==> src/rtl/mcl_fxd_pkg.sv <==
// Shared fixed-point definitions for the Horner polynomial pipeline.
// Word format, saturating multiply helper and fork port indices.
package mcl_fxd_pkg;

    localparam int FXD_Q   = 4;
    localparam int FXD_N   = 8;
    localparam int FXD_MAX = (1 << (FXD_N - 1)) - 1;

    // Bit positions inside the pending mask {mult_1,mult_2,add_1,pl_x,pl_x2}.
    typedef enum logic [2:0] {
        P_PL_X2  = 3'd0,
        P_PL_X   = 3'd1,
        P_ADD_1  = 3'd2,
        P_MULT_2 = 3'd3,
        P_MULT_1 = 3'd4
    } fork_port_e;

    typedef enum logic {
        ST_EMPTY = 1'b0,
        ST_HOLD  = 1'b1
    } feed_state_e;

    // Signed product, arithmetic shift by q (floor), clamp to n-bit range.
    // Operands arrive sign-extended to 32 bits; caller keeps the low n bits.
    function automatic logic signed [31:0] fxd_mul_sat(
        input logic signed [31:0] a,
        input logic signed [31:0] b,
        input int                 q,
        input int                 n
    );
        logic signed [63:0] pa;
        logic signed [63:0] pb;
        logic signed [63:0] p;
        logic signed [63:0] mx;
        logic signed [63:0] mn;
        pa = 64'(a);
        pb = 64'(b);
        p  = (pa * pb) >>> q;
        mx = (64'sd1 <<< (n - 1)) - 64'sd1;
        mn = -(64'sd1 <<< (n - 1));
        if (p > mx) begin
            p = mx;
        end else if (p < mn) begin
            p = mn;
        end
        return p[31:0];
    endfunction

endpackage

==> src/rtl/mcl_fxd_square.sv <==
// Combinational saturating fixed-point squarer.
// Shared by the Horner feed and later range-reduction stages.
module mcl_fxd_square
    import mcl_fxd_pkg::*;
#(
    parameter int Q = FXD_Q,
    parameter int N = FXD_N
) (
    input  logic [N-1:0] x_i,
    output logic [N-1:0] sq_o
);

    // Square through the common multiplier rule so rounding matches the pipe.
    always_comb begin
        sq_o = N'(fxd_mul_sat(32'(signed'(x_i)), 32'(signed'(x_i)), Q, N));
    end

endmodule

==> src/rtl/mcl_fxd_horner_feed.sv <==
// Horner pipeline front end: registers x and x^2 once, then forks
// five streams that each downstream port consumes independently.
module mcl_fxd_horner_feed
    import mcl_fxd_pkg::*;
#(
    parameter int               FXD_Q  = 4,
    parameter int               FXD_N  = 8,
    parameter logic [FXD_N-1:0] COEF_A = '0,
    parameter logic [FXD_N-1:0] COEF_B = '0
) (
    input  logic             clk,
    input  logic             rst_n,
    input  logic             pre_avail_x,
    output logic             pre_get_x,
    input  logic [FXD_N-1:0] pre_data_x,
    output logic             post_avail_mult_1,
    input  logic             post_get_mult_1,
    output logic [FXD_N-1:0] post_data_mult_1,
    output logic             post_avail_mult_2,
    input  logic             post_get_mult_2,
    output logic [FXD_N-1:0] post_data_mult_2,
    output logic             post_avail_add_1,
    input  logic             post_get_add_1,
    output logic [FXD_N-1:0] post_data_add_1,
    output logic             post_avail_pl_x,
    input  logic             post_get_pl_x,
    output logic [FXD_N-1:0] post_data_pl_x,
    output logic             post_avail_pl_x2,
    input  logic             post_get_pl_x2,
    output logic [FXD_N-1:0] post_data_pl_x2
);

    feed_state_e      state_q;
    logic [4:0]       pend_q;
    logic [4:0]       pend_d;
    logic [FXD_N-1:0] x_q;
    logic [FXD_N-1:0] x_d;
    logic [FXD_N-1:0] x2_q;
    logic [FXD_N-1:0] x2_d;
    logic [FXD_N-1:0] sq;
    logic [4:0]       get;
    logic [4:0]       drain;
    logic [4:0]       avail;
    logic             load;

    mcl_fxd_square #(
        .Q (FXD_Q),
        .N (FXD_N)
    ) u_square (
        .x_i  (pre_data_x),
        .sq_o (sq)
    );

    // Gather per-port consumes and decide whether a new x may enter.
    always_comb begin
        get[P_MULT_1] = post_get_mult_1;
        get[P_MULT_2] = post_get_mult_2;
        get[P_ADD_1]  = post_get_add_1;
        get[P_PL_X]   = post_get_pl_x;
        get[P_PL_X2]  = post_get_pl_x2;
        drain         = ~pend_q | get;
        pre_get_x     = &drain;
        load          = pre_avail_x & pre_get_x;
    end

    // Next state: consumed ports clear, a load refills every port.
    always_comb begin
        pend_d = pend_q & ~get;
        x_d    = x_q;
        x2_d   = x2_q;
        if (load) begin
            pend_d = '1;
            x_d    = pre_data_x;
            x2_d   = sq;
        end
    end

    // Fork register and EMPTY/HOLD state; reset drops partial transfers.
    always_ff @(posedge clk) begin
        if (!rst_n) begin
            state_q <= ST_EMPTY;
            pend_q  <= '0;
            x_q     <= '0;
            x2_q    <= '0;
        end else begin
            state_q <= (pend_d == '0) ? ST_EMPTY : ST_HOLD;
            pend_q  <= pend_d;
            x_q     <= x_d;
            x2_q    <= x2_d;
        end
    end

    // Outputs come straight from registers; no path from pre_data_x.
    always_comb begin
        avail             = (state_q == ST_HOLD) ? pend_q : '0;
        post_avail_mult_1 = avail[P_MULT_1];
        post_avail_mult_2 = avail[P_MULT_2];
        post_avail_add_1  = avail[P_ADD_1];
        post_avail_pl_x   = avail[P_PL_X];
        post_avail_pl_x2  = avail[P_PL_X2];
        post_data_mult_1  = COEF_A;
        post_data_add_1   = COEF_B;
        post_data_pl_x    = x_q;
        post_data_mult_2  = x2_q;
        post_data_pl_x2   = x2_q;
    end

endmodule

==> config.mk <==
export PLATFORM = sky130hd
export DESIGN_NAME = mcl_fxd_horner_feed
export DESIGN_NICKNAME = d
export VERILOG_FILES = /design/src/rtl/mcl_fxd_pkg.sv /design/src/rtl/mcl_fxd_square.sv /design/src/rtl/mcl_fxd_horner_feed.sv
export SDC_FILE = /design/constraint.sdc
export NUM_CORES = 1
export LEC_CHECK = 0
export CAP_MARGIN = 20
export CELL_PAD_IN_SITES_DETAIL_PLACEMENT = 2
export CELL_PAD_IN_SITES_GLOBAL_PLACEMENT = 2
export CORE_MARGIN = 3
export CORE_UTILIZATION = 34
export DETAILED_ROUTE_END_ITERATION = 10
export PLACE_DENSITY_LB_ADDON = 0.12
export SYNTH_ARGS = -nofsm -noshare
export SYNTH_HDL_FRONTEND = slang
export SYNTH_SLANG_ARGS = --single-unit
export TNS_END_PERCENT = 30
==> constraint.sdc <==
create_clock -name clk -period 7.6 [get_ports clk]
set_input_delay 0.76 -clock clk [delete_from_list [all_inputs] [get_ports clk]]
set_output_delay 0.76 -clock clk [all_outputs]
set_load 0.01 [all_outputs]
* Word level (Yosys, flattened, before mapping) *
Cells that the tools add are included.

operators by class
  multiply operators = 1
  order comparisons = 2
  muxes and demuxes = 5
  bitwise gates (word level) = 5
  reduce and logical (&&, ||, !) cells = 2

operator list
  cell                   count
  $mul A8 B8 Y16         1
  $mux W8                2
  $gt A12 B8 Y1 const B  1
  $lt A12 B8 Y1 const B  1
  $mux W5                2
  $not A5 Y5             2
  $and A5 B5 Y5          1
  $logic_not A5 Y1       1
  $or A5 B5 Y5           1
  $reduce_and A5 Y1      1
  $and A1 B1 Y1          1
  $mux W1                1

storage, ports and cells
  flip-flop bits (word level) = 22
  input bits = 16
  logic and storage cells = 19

* Depth between registers and ports, before layout *
Gate-level depths: netlist of run 1.

  word-level depth = 7
  gate-level depth with buffers = 20
  gate-level depth less buffers = 18

* Hierarchy *
Synthesis of run 1 repeated with hierarchy kept, for this count alone.

second synthesis, totals
  cells, all modules = 405
  area, all modules = 3572.2 um^2

by module, submodules not included
  module               times used  cells each  area an instance (um^2)  seq. area each (um^2)
  mcl_fxd_square       1           283         2434.8                   0.0
  mcl_fxd_horner_feed  1           122         1137.3                   440.4

* Worst setup path before layout of run 1 *
Ideal clock, no wire load.

  kind = input to register
  start point = in pre_data_x[2]
  end point = reg x2_q[6], in the netlist post_data_mult_2[6]
  setup time = 0.122 ns
  data arrival time = 5.275 ns
  path slack = 2.203 ns
  cell stages on the path = 19
  path buffers = 1
  cell sequence = clkbuf_1 nand2_1 inv_1 fa_1 inv_1 fa_1 inv_1 fa_1 inv_1 fa_1 inv_1 ha_1 o21ai_1 a221oi_1 a211oi_2 xnor2_2 a41oi_2 nor2_2 a221o_1

on the way
  cells in the longest elaborated chain, start to end = 4
  elaborated cells on any way between the ends = 5
  those cells by class = mul (1); order compare (2); mux (2)

RTL lines
  element               line                       source
  start, declared       mcl_fxd_horner_feed.sv:15  input logic [FXD_N-1:0] pre_data_x,
  $mul A8 B8 Y16 *      mcl_fxd_pkg.sv:38          p = (pa * pb) >>> q;
  $lt A12 B8 Y1         mcl_fxd_pkg.sv:43          end else if (p < mn) begin
  $mux W8               mcl_fxd_pkg.sv:43
  $mux W8 *             mcl_fxd_pkg.sv:41          if (p > mx) begin
  end signal, assigned  mcl_fxd_horner_feed.sv:84  x2_q <= '0;
  end signal, assigned  mcl_fxd_horner_feed.sv:89  x2_q <= x2_d;
  end, declared         mcl_fxd_horner_feed.sv:38  logic [FXD_N-1:0] x2_q;

Every way passes the cells marked *; elsewhere a longest branch is shown, timed or not.
A chain may end at the register's enable or synchronous reset.

* Worst setup path in the final report of run 1 *
  start point = in pre_data_x[2]
  end point = reg x2_q[4], in the netlist post_data_mult_2[4]

The elaborated chain is that of the path after synthesis.

==> results of run 1 <==
critical path, delay by kind of cell:
kind | cells | cell delay (ns)
simple gates | 2 | 0.38
xor+xnor | 1 | 0.17
compound gates | 5 | 1.28
fa+ha+maj | 5 | 2.64
buf+inv | 4 | 1.04
flip-flops by register name, indices dropped and copies added, names as in the netlist:
| name | count |
|---|---|
| pend_q | 5 |
| state_q | 1 |
| post_data_mult_2 | 8 |
| post_data_pl_x | 8 |
final cells by class:
type | instances | share of cell area [%]
timing repair buffer | 45 | 11.9
sequential | 22 | 11.7
inverter | 69 | 6.87
clock inverter | 1 | 0.796
multi-input combinational | 265 | 63.3
clock buffer | 3 | 1.09
tap | 129 | 4.28
kinds of logic after synthesis:
kind of cell	count (synthesis)	share of synthesized area, %
other	1	0.115
xor gates and xnor gates	22	6.16
AOI/OAI and AO/OA	58	14.7
buffers and inverters	103	14.7
and+or+nand+nor	99	14.7
muxes	1	0.346
DFF	22	13.5
adders and majority gates	69	35.8
stage by stage:
stage	util [%]	setup slack, ns
floorplan	-	2.20
global placement	39.9	1.27
detailed placement	39.9	1.14
CTS	40.6	1.40
global route	40.6	1.09
finish	40.6	1.46
worst max path at each step:
stage                           to           from
2_1_floorplan  post_data_mult_2[6]  pre_data_x[2]
3_3_place_gp   post_data_mult_2[2]  pre_data_x[7]
3_5_place_dp   post_data_mult_2[6]  pre_data_x[2]
4_1_cts        post_data_mult_2[6]  pre_data_x[2]
5_1_grt        post_data_mult_2[6]  pre_data_x[7]
6_report       post_data_mult_2[4]  pre_data_x[2]
layout by cell type (no fill, tap or decap), drive strengths merged, types with 2 or more instances in the layout:
cell	netlist	layout
and2	19	19
nor2	19	19
inv	69	69
clkdlybuf4s50	0	45
o21ai	4	4
fa	40	40
o211ai	2	2
or2	2	2
nand3	7	7
nand2	37	37
a221o	5	5
ha	29	29
a21oi	12	12
a211oi	3	3
xnor2	20	20
a31o	3	3
nor2b	2	2
and3	2	2
a21boi	14	14
o221ai	3	3
dfxtp	22	22
xor2	2	2
nand2b	9	9
conb	1	16
clkbuf	9	3
a221oi	2	2
a31oi	3	3
routing by layer:
layer  up-vias  share of wire, %  wire [um]  GRT usage, %
met5         -                 0          0             0
met3         6               2.8        234          1.87
met2        42                53       4450          31.4
met1      1278                44       3650          19.9
li1       1214                 -          -             -
met4         0              0.73         61          2.09
power breakdown:
group          switching, W  leakage, nW  internal [W]
clock network     0.0000419       0.0357     0.0000704
registers         0.0000149        0.181      0.000138
logic              0.000623         1.50      0.000454
total              0.000680         1.72      0.000663
==> qor.txt, run 1 <==
Dpl cells - 530
Pre-antenna DRT Iters - 4
Post-synth top area share - 24.6%
Critical path arrival - 6.29 ns
Reg2reg start - pend_q[0]
Mapped Area - 3250 um2
Resize count post-CTS - 0
Root buffer cell - clkbuf_8
FILL cells - 1,078
Relative slew margins - 47.4%
Slowest Stage Delay on Critical Path - 0.72 ns
Pwr dens - 356 nW/um2
Yosys reg bits - 22
WHS Path Cells - 2
Clock sink count - 22
Antenna-violating nets left - 0
Clock buffer depth - 2
Setup CP Type - input port to flop
Setup TNS - 0 ns
Hold buffer count at cts - 0
LEAKAGE - 1.72 nW
Seq/Total Area, Yosys - 13.5%
Slew Limit Fails - 0
Required @ worst endpoint - 7.75 ns
Core Region - 9280 um2
Mapped Cells - 375
Worst reg2reg endpoint - post_data_mult_2[4]
H-tree depth - 1
PnR Total Power - 0.00134 W
Die height - 104 um
Worst vdd ir - 0.134 mV
Residual DRC - 0
Antenna violations before repair - 0
Synth area leader - fa_1
Multi-input gate area - 2390 um2
Register area - 440 um2
Final net count - 491
Vias post-DR - 2,540
Setup repair after global routing missed its margin - false
Library cells used by synthesis - 47
DIE AREA - 10,800 um2
Total global-route track usage - 16.3%
Post-synth EDFFs - 0
WHS Endpoint - post_data_pl_x[0]
Row count - 35
Number of I/O pins - 62
Buffers on Ports - 45
Period minus WS final - 6.14 ns
First-pass GRT wire length - 14,400 um
Top cells by area, synth - fa_1 (25%), dfxtp_1 (14%), ha_1 (11%), inv_1 (8.0%), buf_4 (5.5%)
Max Cap Violations - 0
Top-count cell post-synth - inv_1
Post-placement cell area - 3700 um2
Antenna cells - 0
Initial Util - 35.0%
Critical path's most frequent cell - fa_1
Avg Synthesized Cell Area - 8.67 um2
Synth top cells by count - inv_1 (69), fa_1 (40), nand2_1 (36)
CTS tree - done
Crit path cell chain - clkdlybuf4s50_1 > nand2_1 > inv_1 > fa_1 > inv_1 > fa_1 > fa_1 > fa_1 > inv_1 > ha_1 > a21oi_2 > o211ai_1 > a221oi_2 > xnor2_1 > o41ai_4 > nor2_2 > a221o_1
FF-to-FF setup slack - 5.55 ns
Largest net degree at the start of global routing - 20
Total wire length - 8390 um
CP Launch Type - input port
Hold WS - 0.481 ns
Top_reg_cell synth - dfxtp_1
Clock transition at the registers of the reported paths - 0.09 ns
Global route overflow - 0
Vias in the first global route - 2,895
Final Non-Filler Cells - 534
Post-CTS setup buffer count - 0
Initial DRC count - 54
Clock Skews - 0.00915 ns
Synthesis warning total - 0
CP max FO - 15
Layout cells sized above 1 - 5.43%
DIE WIDTH - 104 um
Final-report hold violation count - 0
Post-synthesis async set-or-reset flop share - 0%
CTS Buf Count - 3
HPWL after DPL - 7110 um
Outcome - finished clean
Period Utilization, post-route - 80.7%
Slew @ Worst Pin - 0.789 ns
Gpl congestion - 0.772
Final Setup Violations - 0
Critical-path top delay cell - clkdlybuf4s50_1
Number of vias per cell - 4.76
Hold Crit Class - flop to flop
Fmax - 163 MHz
Synthesis-to-layout area growth - 16.0%
Clock Latency Late Sink - 0.27 ns
Final instance area - 3770 um2
Critical Path End Type - flop
R2R cell count - 7
Wire length per cell - 15.7 um
Hold Path Origin - post_data_pl_x[0]
Power figures use the tool's default switching activity.
==> inputs of run 2 (changes only) <==
- CORE_UTILIZATION: 34 -> 32
- clock period: 7.6 -> 6.3 ns (I/O delays scaled with it)
==> qor.txt, run 2 (synthesis gave the netlist of run 1 again) <==
Residual DRC - 0 (unchanged)
Hold buffer count at cts - 0 (unchanged)
Comb pwr share - 80.7% (+0.5 points)
WHS Path Cells - 2 (unchanged)
Slowest Stage Delay on Critical Path - 0.69 ns (-0.03 ns)
Clock Latency Late Sink - 0.26 ns (about the same)
Dpl cells - 544 (+2.6%)
Final net count - 501 (+2.0%)
Initial DRC count - 58 (+7.4%)
Vias in the first global route - 2,952 (+2.0%)
Clock Skews - 0.00801 ns (-0.00114 ns)
Hold Crit Class - flop to flop
Setup ws final - 0.430 ns (-1.03 ns)
Crit path cell chain - clkdlybuf4s50_1 > nand2_1 > inv_1 > fa_1 > inv_1 > fa_1 > inv_1 > fa_1 > inv_1 > fa_1 > inv_1 > ha_1 > o21ai_1 > a221oi_1 > a211oi_2 > xnor2_2 > a41oi_2 > nor2_2 > a221o_1
Met1 usage - 21.4% (+1.5 points)
Met2 Usage GRT - 30.4% (-0.91 points)
Row count - 36 (+2.9%)
Fmax - 170 MHz
Final Non-Filler Cells - 548 (+2.6%)
Sw frac - 51.4% (+0.78 points)
Buffers on Ports - 45 (unchanged)
Die height - 107 um (+2.9%)
Most Crowded Layer GR - met2
Period Utilization, post-route - 93.2%
Dpl ws - 0.153 ns (-0.985 ns)
Outcome - finished clean
Sequential power share - 11.2% (-0.2 points)
DIE WIDTH - 107 um (+2.9%)
Clock power share - 8.0% (-0.4 points)
Clock buffer depth - 2 (unchanged)
Total wire length - 9020 um (+7.4%)
Total global-route track usage - 16.6% (+0.33 points)
Vias post-DR - 2,604 (+2.5%)
Highest-count cells in the layout ignoring fill and taps - inv_1 (69), clkdlybuf4s50_1 (45), fa_1 (40)
Final-report hold violation count - 0 (unchanged)
Pre-antenna DRT Iters - 4 (unchanged)
Core Region - 9820 um2 (+5.8%)
Switching power - 0.000849 W (+25%)
Pwr dens - 429 nW/um2 (+20%)
CTS tree - done
Antenna-violating nets left - 0 (unchanged)
Slew @ Worst Pin - 0.719 ns (-0.0697 ns)
Critical-path top delay cell - fa_1
LEAKAGE - 1.76 nW (+2.8%)
Period minus WS final - 5.87 ns
Largest net degree at the start of global routing - 20 (unchanged)
Initial Util - 33.1% (-1.9 points)
Root buffer cell - clkbuf_8
R2R cell count - 7 (unchanged)
Critical Path End Type - flop
Resize count post-CTS - 0 (unchanged)
HPWL after DPL - 7700 um (+8.3%)
Slew Limit Fails - 0 (unchanged)
Antenna violations before repair - 0 (unchanged)
Reg2reg start - pend_q[2]
Post-CTS setup buffer count - 0 (unchanged)
Hold WS - 0.476 ns (-0.00467 ns)
M3 GR Usage - 2.23% (+0.36 points)
Critical path's most frequent cell - inv_1
Setup TNS - 0 ns (unchanged)
Final Setup Violations - 0 (unchanged)
Pint - 0.000802 W (+21%)
Worst Setup EP - post_data_mult_2[6]
Most common cell after layout, fill and taps aside - inv_1
Global route overflow - 0 (unchanged)
Clock transition at the registers of the reported paths - 0.09 ns (about the same)
CTS Buf Count - 3 (unchanged)
First-pass GRT wire length - 14,900 um (+3.8%)
Number of I/O pins - 62 (unchanged)
Worst reg2reg endpoint - post_data_mult_2[2]
FF-to-FF setup slack - 4.29 ns (-1.26 ns)
PnR Total Power - 0.00165 W (+23%)
Setup crit start - pre_data_x[7]
Layout cells sized above 1 - 7.71% (+2.3 points)
CP Launch Type - input port
Required @ worst endpoint - 6.45 ns (-1.30 ns)
Wire length per cell - 16.5 um (+4.7%)
Synthesis-to-layout area growth - 18.5%
Relative slew margins - 52.0% (+4.6 points)
Worst vdd ir - 0.151 mV (+13%)
Antenna cells - 0 (unchanged)
Critical path arrival - 6.02 ns (-0.27 ns)
Setup repair after global routing missed its margin - false
Max Cap Violations - 0 (unchanged)
DIE AREA - 11,400 um2 (+5.9%)
CP max FO - 11 (-4)
Number of vias per cell - 4.75 (about the same)
Setup CP Type - input port to flop
Clock sink count - 22 (unchanged)
H-tree depth - 1 (unchanged)
Gpl congestion - 0.803 (+4.0%)
## run 2: cell types whose count changed in the layout (fill, tap and decap cells not counted), sizes merged
cell | previous run | this run
buf | 0 | 10
## run 2: worst min path at each step
stage                      start           endpoint  slack [ns]
6_report       post_data_pl_x[2]  post_data_pl_x[2]        0.48
5_1_grt        post_data_pl_x[2]  post_data_pl_x[2]        0.51
4_1_cts        post_data_pl_x[2]  post_data_pl_x[2]        0.49
3_5_place_dp   post_data_pl_x[0]  post_data_pl_x[0]        0.47
3_3_place_gp   post_data_pl_x[2]  post_data_pl_x[2]        0.46
2_1_floorplan          pend_q[3]          pend_q[3]        0.47
## run 2: metrics by stage
stage | area [um2] | utilization (%)
6_report | 3850 | 39.2
5_1_grt | 3850 | 39.2
2_1_floorplan | 3310 | -
3_3_place_gp | 3780 | 38.5
3_5_place_dp | 3780 | 38.5
4_1_cts | 3850 | 39.2
## run 2: power by group through the flow
| stage | Clock, W | Combinational [W] | Sequential, W |
|---|---|---|---|
| detailed placement | 0 | 0.00132 | 0.000189 |
| global placement | 0 | 0.00128 | 0.000188 |
| floorplan | 0 | 0.000996 | 0.000195 |
| finish | 0.000133 | 0.00133 | 0.000185 |
| CTS | 0.000139 | 0.00136 | 0.000186 |
| global route | 0.000146 | 0.00151 | 0.000190 |
## run 2: metal layers
metal,share of wire (%),up-vias
li1,-,1230
met1,45,1330
met2,51,36
met3,2.6,8
met4,1.0,0
met5,0,-
## run 2: final cells by class
class	count	area, um2
repair buffers	55	526
multi-input cells	265	2390
fillers	1135	5970
clock buffers	3	41.3
flip-flops and latches	22	440
well taps	133	166
inverters	69	259
clock inverters	1	30.0
## run 2: critical path, delay by kind of cell
family / cells / cell delay (ns)
buffers and inverters: 6 / 0.96
and+or+nand+nor: 2 / 0.30
xor gates and xnor gates: 1 / 0.20
adders and majority gates: 5 / 2.69
AOI/OAI and AO/OA: 5 / 1.22
==> inputs of run 3 (changes only) <==
- MAX_ROUTING_LAYER: default -> met4
- SETUP_SLACK_MARGIN: default -> 0.15
- SLEW_MARGIN: default -> 20
==> qor.txt, run 3 (synthesis gave the netlist of run 1 again) <==
Outcome - finished clean
Layout cells sized above 1 - 7.95% (+0.24 points)
Setup TNS - 0 ns (unchanged)
Synthesis-to-layout area growth - 18.8%
CTS Buf Count - 3 (unchanged)
Row count - 36 (unchanged)
Critical Path End Type - flop
Pwr dens - 433 nW/um2 (+0.96%)
Antenna violations before repair - 0 (unchanged)
Initial DRC count - 58 (unchanged)
Final instance area - 3860 um2 (+0.26%)
Comb pwr share - 81.0% (+0.3 points)
Global route overflow - 0 (unchanged)
Highest-count cells in the layout ignoring fill and taps - inv_1 (69), clkdlybuf4s50_1 (44), fa_1 (40)
FILL cells - 1,132 (-0.26%)
Die height - 107 um (unchanged)
HPWL after DPL - 7700 um (unchanged)
Hold Crit Class - flop to flop
Clock transition at the registers of the reported paths - 0.09 ns (about the same)
Pre-antenna DRT Iters - 4 (unchanged)
Total wire length - 9060 um (+0.45%)
Residual DRC - 0 (unchanged)
Largest net degree at the start of global routing - 20 (unchanged)
Max Cap Violations - 0 (unchanged)
Antenna cells - 0 (unchanged)
Post-placement cell area - 3780 um2 (unchanged)
Most common cell after layout, fill and taps aside - inv_1
CP Launch Type - input port
Final-report hold violation count - 0 (unchanged)
DIE WIDTH - 107 um (unchanged)
H-tree depth - 1 (unchanged)
Slowest Stage Delay on Critical Path - 0.69 ns (about the same)
CP max FO - 6 (-5)
Slew Limit Fails - 0 (unchanged)
Final Setup Violations - 0 (unchanged)
Clock Latency Late Sink - 0.26 ns (about the same)
Gpl congestion - 0.814 (+1.4%)
Multi-input gate area - 2400 um2 (+0.31%)
Period minus WS final - 5.74 ns (-0.128 ns)
Clock buffer depth - 2 (unchanged)
Clock Skews - 0.00753 ns (-0.000486 ns)
Period Utilization, post-route - 91.2% (-2.0 points)
Required @ worst endpoint - 6.45 ns (about the same)
Setup CP Type - input port to flop
Setup repair after global routing missed its margin - false
First-pass GRT wire length - 14,900 um (-0.18%)
Final net count - 501 (unchanged)
Fmax - 174 MHz (+2.2%)
PnR Total Power - 0.00167 W (+1.2%)
Relative slew margins - 52.9% (+0.93 points)
Total global-route track usage - 17.1% (+0.47 points)
Clock sink count - 22 (unchanged)
Critical path arrival - 5.90 ns (-0.12 ns)
Critical path's most frequent cell - inv_1
Slew @ Worst Pin - 0.705 ns (-0.0140 ns)
Hold WS - 0.477 ns (+0.000229 ns)
Number of vias per cell - 4.74 (-0.15%)
Crit path cell chain - clkdlybuf4s50_1 > nand2_1 > inv_1 > fa_1 > inv_1 > fa_1 > inv_1 > fa_1 > inv_1 > fa_1 > inv_1 > ha_1 > o21ai_1 > a221oi_1 > a211oi_2 > xnor2_2 > a41oi_2 > nor2_2 > a221o_1
Vias post-DR - 2,600 (-0.15%)
Number of I/O pins - 62 (unchanged)
Buffers on Ports - 45 (unchanged)
Pint - 0.000812 W (+1.2%)
Critical-path top delay cell - fa_1
Vias in the first global route - 2,955 (+0.10%)
Post-CTS setup buffer count - 0 (unchanged)
LEAKAGE - 1.78 nW (+0.88%)
Worst vdd ir - 0.167 mV (+11%)
DIE AREA - 11,400 um2 (unchanged)
Root buffer cell - clkbuf_8
Clock power share - 8.0% (about the same)
Register area - 440 um2 (unchanged)
Initial Util - 33.1% (unchanged)
Wire length per cell - 16.5 um (+0.45%)
Core Region - 9820 um2 (unchanged)
CTS tree - done
Sequential power share - 11.1% (about the same)
Switching power - 0.000859 W (+1.2%)
Antenna-violating nets left - 0 (unchanged)
Sw frac - 51.4% (about the same)
run 3: cell count changes in the layout (fill, tap and decap cells not counted), sizes merged:
cell | previous run | this run
dlymetal6s2s | 0 | 1
clkdlybuf4s50 | 45 | 44
run 3: power groups by stage:
stage	registers, W	logic [W]	clock network, W
global placement	0.000188	0.00128	0
CTS	0.000186	0.00136	0.000139
floorplan	0.000195	0.000996	0
detailed placement	0.000189	0.00132	0
finish	0.000185	0.00135	0.000133
global route	0.000190	0.00153	0.000146
run 3: per-layer routing:
layer | up-vias | share of wire [%] | track usage (%) | wire (um)
met3 | 6 | 2.2 | 2.05 | 199
li1 | 1232 | - | - | -
met1 | 1328 | 45 | 21.5 | 4120
met5 | - | 0 | - | 0
met2 | 34 | 52 | 30.5 | 4670
met4 | 0 | 0.78 | 2.01 | 71
run 3: cell type report:
type | count | area share, %
Clock buffer | 3 | 1.07
Clock inverter | 1 | 0.778
Inverter | 69 | 6.71
Multi-Input combinational cell | 265 | 62.1
Sequential cell | 22 | 11.4
Tap cell | 133 | 4.31
Timing Repair Buffer | 55 | 13.7
run 3: stage by stage:
stage | util (%) | setup WS, ns | cells
6_report | 39.3 | 0.557 | 548
5_1_grt | 39.3 | 0.221 | 548
4_1_cts | 39.2 | 0.365 | 548
3_5_place_dp | 38.5 | 0.153 | 544
3_3_place_gp | 38.5 | 0.339 | 544
2_1_floorplan | - | 1.03 | 390
run 3: final timing paths:
path | end | slack (ns) | startpoint | depth (start not counted)
setup / recovery | post_data_mult_2[6] | 0.56 | pre_data_x[2] | 19
setup reg to reg | post_data_mult_2[2] | 4.31 | pend_q[2] | 7
hold reg to reg | post_data_pl_x[2] | 0.48 | post_data_pl_x[2] | 2
hold / removal | post_data_pl_x[2] | 0.48 | post_data_pl_x[2] | 2
run 3: repair_timing:
action | CTS | global route
hold buffers | 0 | 0
gates resized for setup | 0 | 2
hold endpoints to repair | 0 | 0
setup endpoints to repair | 0 | 5
run 3: worst max-delay path, delay by kind of cell:
| family | cells | cell delay, ns |
|---|---|---|
| adders and majority gates | 5 | 2.69 |
| buffers and inverters | 6 | 0.88 |
| and+or+nand+nor | 2 | 0.27 |
| AOI/OAI and AO/OA | 5 | 1.21 |
| xor gates and xnor gates | 1 | 0.20 |
